<file path="src/rtl/fetch_unit_if.sv">
// fetch_unit_if: redirect, instruction BRAM and decode handshake signals of the fetch stage
interface fetch_unit_if #(
    parameter int IMEM_AW = 14
);
    logic               redirect_valid;
    logic [63:0]        redirect_pc;
    logic               imem_en;
    logic [IMEM_AW-1:0] imem_addr;
    logic [31:0]        imem_rdata;
    logic               out_valid;
    logic               out_ready;
    logic [63:0]        out_pc;
    logic [31:0]        out_instr;
    logic [63:0]        debug_fetch_pc;

    modport master (
        input  redirect_valid, redirect_pc, imem_rdata, out_ready,
        output imem_en, imem_addr, out_valid, out_pc, out_instr, debug_fetch_pc
    );

    modport slave (
        output redirect_valid, redirect_pc, imem_rdata, out_ready,
        input  imem_en, imem_addr, out_valid, out_pc, out_instr, debug_fetch_pc
    );
endinterface

</file>
<file path="src/rtl/fetch_unit.sv">
// fetch_unit: PC sequencing, 1-cycle BRAM fetch and a 2-entry instruction queue toward decode
module fetch_unit #(
    parameter logic [63:0] RESET_PC = 64'h0,
    parameter int          IMEM_AW  = 14
) (
    input  logic          clk,
    input  logic          reset,
    fetch_unit_if.master  bus
);
    logic [63:0] fetch_pc_q, fetch_pc_d;
    logic        inflight_q, inflight_d;
    logic [63:0] inflight_pc_q, inflight_pc_d;
    logic [63:0] pc_q [2];
    logic [63:0] pc_d [2];
    logic [31:0] instr_q [2];
    logic [31:0] instr_d [2];
    logic [1:0]  count_q, count_d;
    logic        rd_ptr_q, rd_ptr_d;
    logic        wr_ptr_q, wr_ptr_d;
    logic        valid, deq, enq, issue;
    logic [63:0] req_pc;

    // next-state: redirect flushes the queue and drops returning data; issue keeps a slot per request
    always_comb begin
        valid         = (count_q != 2'd0);
        deq           = valid & bus.out_ready;
        enq           = inflight_q & ~bus.redirect_valid;
        req_pc        = bus.redirect_valid ? (bus.redirect_pc & ~64'h3) : fetch_pc_q;
        issue         = ~reset & (bus.redirect_valid |
                        (({1'b0, count_q} + {2'b0, inflight_q} - {2'b0, deq}) < 3'd2));
        count_d       = bus.redirect_valid ? 2'd0 : count_q + {1'b0, enq} - {1'b0, deq};
        rd_ptr_d      = bus.redirect_valid ? wr_ptr_q : rd_ptr_q ^ deq;
        wr_ptr_d      = wr_ptr_q ^ enq;
        fetch_pc_d    = issue ? req_pc + 64'd4 : fetch_pc_q;
        inflight_d    = issue;
        inflight_pc_d = issue ? req_pc : inflight_pc_q;
        pc_d          = pc_q;
        instr_d       = instr_q;
        if (enq) begin
            pc_d[wr_ptr_q]    = inflight_pc_q;
            instr_d[wr_ptr_q] = bus.imem_rdata;
        end
        bus.imem_en        = issue;
        bus.imem_addr      = reset ? '0 : req_pc[IMEM_AW+1:2];
        bus.out_valid      = valid;
        bus.out_pc         = pc_q[rd_ptr_q];
        bus.out_instr      = instr_q[rd_ptr_q];
        bus.debug_fetch_pc = fetch_pc_q;
    end

    // state registers; reset discards everything queued or in flight
    always_ff @(posedge clk) begin
        if (reset) begin
            fetch_pc_q    <= RESET_PC;
            inflight_q    <= 1'b0;
            inflight_pc_q <= 64'h0;
            pc_q          <= '{2{64'h0}};
            instr_q       <= '{2{32'h0}};
            count_q       <= 2'd0;
            rd_ptr_q      <= 1'b0;
            wr_ptr_q      <= 1'b0;
        end else begin
            fetch_pc_q    <= fetch_pc_d;
            inflight_q    <= inflight_d;
            inflight_pc_q <= inflight_pc_d;
            pc_q          <= pc_d;
            instr_q       <= instr_d;
            count_q       <= count_d;
            rd_ptr_q      <= rd_ptr_d;
            wr_ptr_q      <= wr_ptr_d;
        end
    end
endmodule

</file>
<file path="src/flat_wrapper.sv">
// flat-port wrapper written by rule: the top's interface ports become plain ports
module fetch_unit_flat 
#(
    parameter logic [63:0] RESET_PC = 64'h0,
    parameter int          IMEM_AW  = 14
)
  (clk, reset, bus_redirect_valid, bus_redirect_pc, bus_imem_rdata, bus_out_ready, bus_imem_en, bus_imem_addr, bus_out_valid, bus_out_pc, bus_out_instr, bus_debug_fetch_pc);
  fetch_unit_if #(.IMEM_AW(IMEM_AW)) bus_i ();
  input  logic clk;
  input  logic reset;
  input wire logic [$bits(bus_i.redirect_valid)-1:0] bus_redirect_valid;
  input wire logic [$bits(bus_i.redirect_pc)-1:0] bus_redirect_pc;
  input wire logic [$bits(bus_i.imem_rdata)-1:0] bus_imem_rdata;
  input wire logic [$bits(bus_i.out_ready)-1:0] bus_out_ready;
  output wire logic [$bits(bus_i.imem_en)-1:0] bus_imem_en;
  output wire logic [$bits(bus_i.imem_addr)-1:0] bus_imem_addr;
  output wire logic [$bits(bus_i.out_valid)-1:0] bus_out_valid;
  output wire logic [$bits(bus_i.out_pc)-1:0] bus_out_pc;
  output wire logic [$bits(bus_i.out_instr)-1:0] bus_out_instr;
  output wire logic [$bits(bus_i.debug_fetch_pc)-1:0] bus_debug_fetch_pc;
  assign bus_i.redirect_valid = bus_redirect_valid;
  assign bus_i.redirect_pc = bus_redirect_pc;
  assign bus_i.imem_rdata = bus_imem_rdata;
  assign bus_i.out_ready = bus_out_ready;
  assign bus_imem_en = bus_i.imem_en;
  assign bus_imem_addr = bus_i.imem_addr;
  assign bus_out_valid = bus_i.out_valid;
  assign bus_out_pc = bus_i.out_pc;
  assign bus_out_instr = bus_i.out_instr;
  assign bus_debug_fetch_pc = bus_i.debug_fetch_pc;
  fetch_unit #(.RESET_PC(RESET_PC), .IMEM_AW(IMEM_AW)) u_core (.clk(clk), .reset(reset), .bus(bus_i));
endmodule
</file>
<file path="config.mk">
export PLATFORM = sky130hd
export DESIGN_NAME = fetch_unit_flat
export DESIGN_NICKNAME = d
export VERILOG_FILES = /design/src/rtl/fetch_unit_if.sv /design/src/rtl/fetch_unit.sv /design/src/flat_wrapper.sv
export SDC_FILE = /design/constraint.sdc
export NUM_CORES = 1
export LEC_CHECK = 0
export ABC_AREA = 0
export CORE_ASPECT_RATIO = 0.6
export CORE_MARGIN = 2
export CORE_UTILIZATION = 54
export DETAILED_ROUTE_END_ITERATION = 8
export GPL_ROUTABILITY_DRIVEN = 0
export PLACE_DENSITY = 0.85
export SKIP_LAST_GASP = 1
export SLEW_MARGIN = 20
export SYNTH_ARGS = -nofsm -noshare
export SYNTH_HDL_FRONTEND = slang
export SYNTH_SLANG_ARGS = --single-unit
</file>
<file path="constraint.sdc">
create_clock -name clk -period 5.4 [get_ports clk]
set_clock_uncertainty 0.05 [all_clocks]
set_input_delay 0.81 -clock clk [delete_from_list [all_inputs] [get_ports clk]]
set_output_delay 0.81 -clock clk [all_outputs]
set_load 0.01 [all_outputs]
</file>
==> results.json <==
{
  "outcome": "complete, no violations",
  "port_buffers": 269,
  "drc": 0,
  "pre_cts_ws_ns": 1.15,
  "cts_setup_buffers": 0,
  "drtAntennaViolNets": 0,
  "antenna_found_initial": 2,
  "drtPass1Iterations": 6,
  "yosysUniqueCellTypes": 63,
  "min_period_ns": 4.27,
  "synth.ff_latch_count": 317,
  "min_path_cells": 2,
  "cellLeakagePower_nw": 7.19,
  "grt_pass1_vias": 13600,
  "max_freq_mhz": 234,
  "cts_made_buffers": 30,
  "core_um2": 28800,
  "period_share_pct": 79.1,
  "grt_max_degree": 161,
  "slew_violations": 0,
  "arrival_ns": 3.41,
  "startpoint": "bus_out_ready",
  "design_area_um2": 19700,
  "hold_slack_ns": 0.436,
  "die_area_um2": 30900,
  "min_from": "u_core.bus.debug_fetch_pc[3]",
  "power_mw": 5.49,
  "synth-async-reset-ratio_pct": 0,
  "syn_to_final_growth_pct": 24.2,
  "cp-end-kind": "primary output",
  "h-tree-depth": 1,
  "hold_path_class": "reg -> reg",
  "clkSinkCount": 317,
  "die_w_um": 225,
  "cp_data_required_time_ns": 4.54,
  "path_clk_slew_ns": 0.06,
  "cp_max_fo": 5,
  "clockBufferDepth": 3,
  "ys.flop_type": "dfxtp_1",
  "dpl.hpwl_mm": 31.7,
  "ctsRootBufferMaster": "clkbuf_16",
  "viasPerCell": 5.96,
  "die_h_um": 137,
  "rsz0062_at_grt": "false",
  "synth_edf_count": 0,
  "final_core_util_pct": 68.5,
  "holdBufCountCts": 0,
  "final_cell_mix": "dfxtp_1 (316), nor2_1 (311), clkdlybuf4s50_1 (267), mux2i_1 (212), nand2_1 (197)",
  "fp-row-count": 48,
  "final_cells": 2409,
  "setup_viol": 0,
  "finalSetupTns_ns": 0,
  "relSlewSlack_pct": 31.4,
  "final_common_cell": "dfxtp_1",
  "start_util_pct": 55.1,
  "hold_viol": 0,
  "drv_cap": 0,
  "via_count": 14400,
  "r2r-start": "u_core.count_q[1]",
  "routed_wl_mm": 46.6,
  "worstSkewPairLatency_ns": 0.57,
  "critPathKind": "in -> out",
  "yosysWarnings": 0,
  "grt-ovfl-total": 0,
  "grt_usage_pct": 29.4,
  "r2r_slack_ns": 1.98,
  "max-vdd-ir-drop_mv": 0.176,
  "dr.first_iter.drc_count": 1401,
  "yosysSeqAreaShare_pct": 39.9,
  "synth_cells": 1820,
  "powerDensity_nw_per_um2": 278,
  "grt_pass1_wl_mm": 73.1,
  "wl_per_cell_um": 19.3,
  "place_area_um2": 18700,
  "start_kind": "input port",
  "dpl.cell_count": 2354,
  "nNetsFinal": 2116,
  "cts_tree": "done",
  "worst_slack_ns": 1.13,
  "reg2reg_depth": 12,
  "cts_resized": 0,
  "worst-slew-pin-transition_ns": 1.03,
  "io_pins": 276,
  "drive_above_1_share_pct": 10.0,
  "fillerInstances": 2269,
  "syn_avg_cell_area_um2": 8.73,
  "syn_area_um2": 15900
}
Yosys cell counts, drive strengths merged (3+ instances only):
master  instances  share of area (%)
and3            3               0.12
nor3b           5               0.27
xnor2          36                2.0
nor4           13                1.0
a222oi          5               0.31
nor2          312                7.4
dfxtp         317                 40
a22oi           8               0.41
ha              4               0.31
and2            6               0.24
a31o            3               0.17
xor2           70                3.9
nor2b           3               0.12
nand2b          4               0.16
a21oi         120                3.8
or2             5               0.20
a211oi         34                1.7
nand3          62                2.1
o21ai          14               0.44
nand4          34                1.4
nand3b         23                1.1
a21o            4               0.19
inv            11               0.26
nor3           24               0.79
nand4b         11               0.70
buf            46                1.6
mux2i         212                 13
a221oi          3               0.20
nand2         197                4.7
mux2          102                7.2
clkbuf         88                2.1
a31oi           3               0.12
o22ai          22               0.87
sequential cells by signal (all words and copies together) (netlist names):
register                   count
u_core.count_q                 2
u_core.pc_q                  124
u_core.inflight_q              1
u_core.rd_ptr_q                1
u_core.bus.debug_fetch_pc     62
u_core.instr_q                64
u_core.inflight_pc_q          62
u_core.wr_ptr_q                1
kinds of logic after synthesis:
kind of cell / count (synthesis) / share of synthesized area, %
AND/OR/NAND/NOR: 708 / 20.5
flip-flops: 317 / 39.9
multiplexers: 314 / 20.6
AO/OA/AOI/OAI: 224 / 8.75
buffers and inverters: 145 / 3.91
XOR/XNOR: 106 / 5.84
adder cells (fa/ha/maj): 5 / 0.441
other: 1 / 0.0236
path summary, 6_finish.rpt:
check,end
max,bus_imem_en
min reg2reg,u_core.bus.debug_fetch_pc[3]
min,u_core.bus.debug_fetch_pc[3]
max reg2reg,u_core.bus.debug_fetch_pc[16]
worst max-delay path, stage by stage:
cell             delay (ns)
clkdlybuf4s50_1        0.57
nand2_1                0.10
or2_2                  0.30
fa_1                   0.40
xor2_1                 0.25
nor2b_4                0.22
nor2_2                 0.09
nor2_1                 0.11
clkdlybuf4s50_1        0.56
layout make-up:
cell class | instances | area [um^2] | area share, %
Clock inverter | 12 | 145 | 0.735
Sequential cell | 317 | 6350 | 32.2
Multi-Input combinational cell | 1361 | 8970 | 45.4
Inverter | 11 | 41.3 | 0.209
Clock buffer | 41 | 853 | 4.32
Timing Repair Buffer | 290 | 2910 | 14.7
Antenna cell | 2 | 5.00 | 0.0253
Tap cell | 375 | 469 | 2.38
metal layers:
layer | vias to the layer above | routed length, um | global-route usage (%)
met5 | - | 0 | 0
met4 | 0 | 1170 | 8.54
met3 | 92 | 3950 | 5.60
met2 | 631 | 21200 | 47.1
met1 | 6966 | 20200 | 40.4
li1 | 6673 | - | -
power by group:
| part | leakage (nW) | switching, mW | total (mW) | internal, mW |
|---|---|---|---|---|
| registers | 2.59 | 0.116 | 2.55 | 2.44 |
| logic | 4.11 | 0.399 | 0.767 | 0.368 |
| clock network | 0.492 | 0.928 | 2.17 | 1.24 |
(Power assumes the default switching activity.)
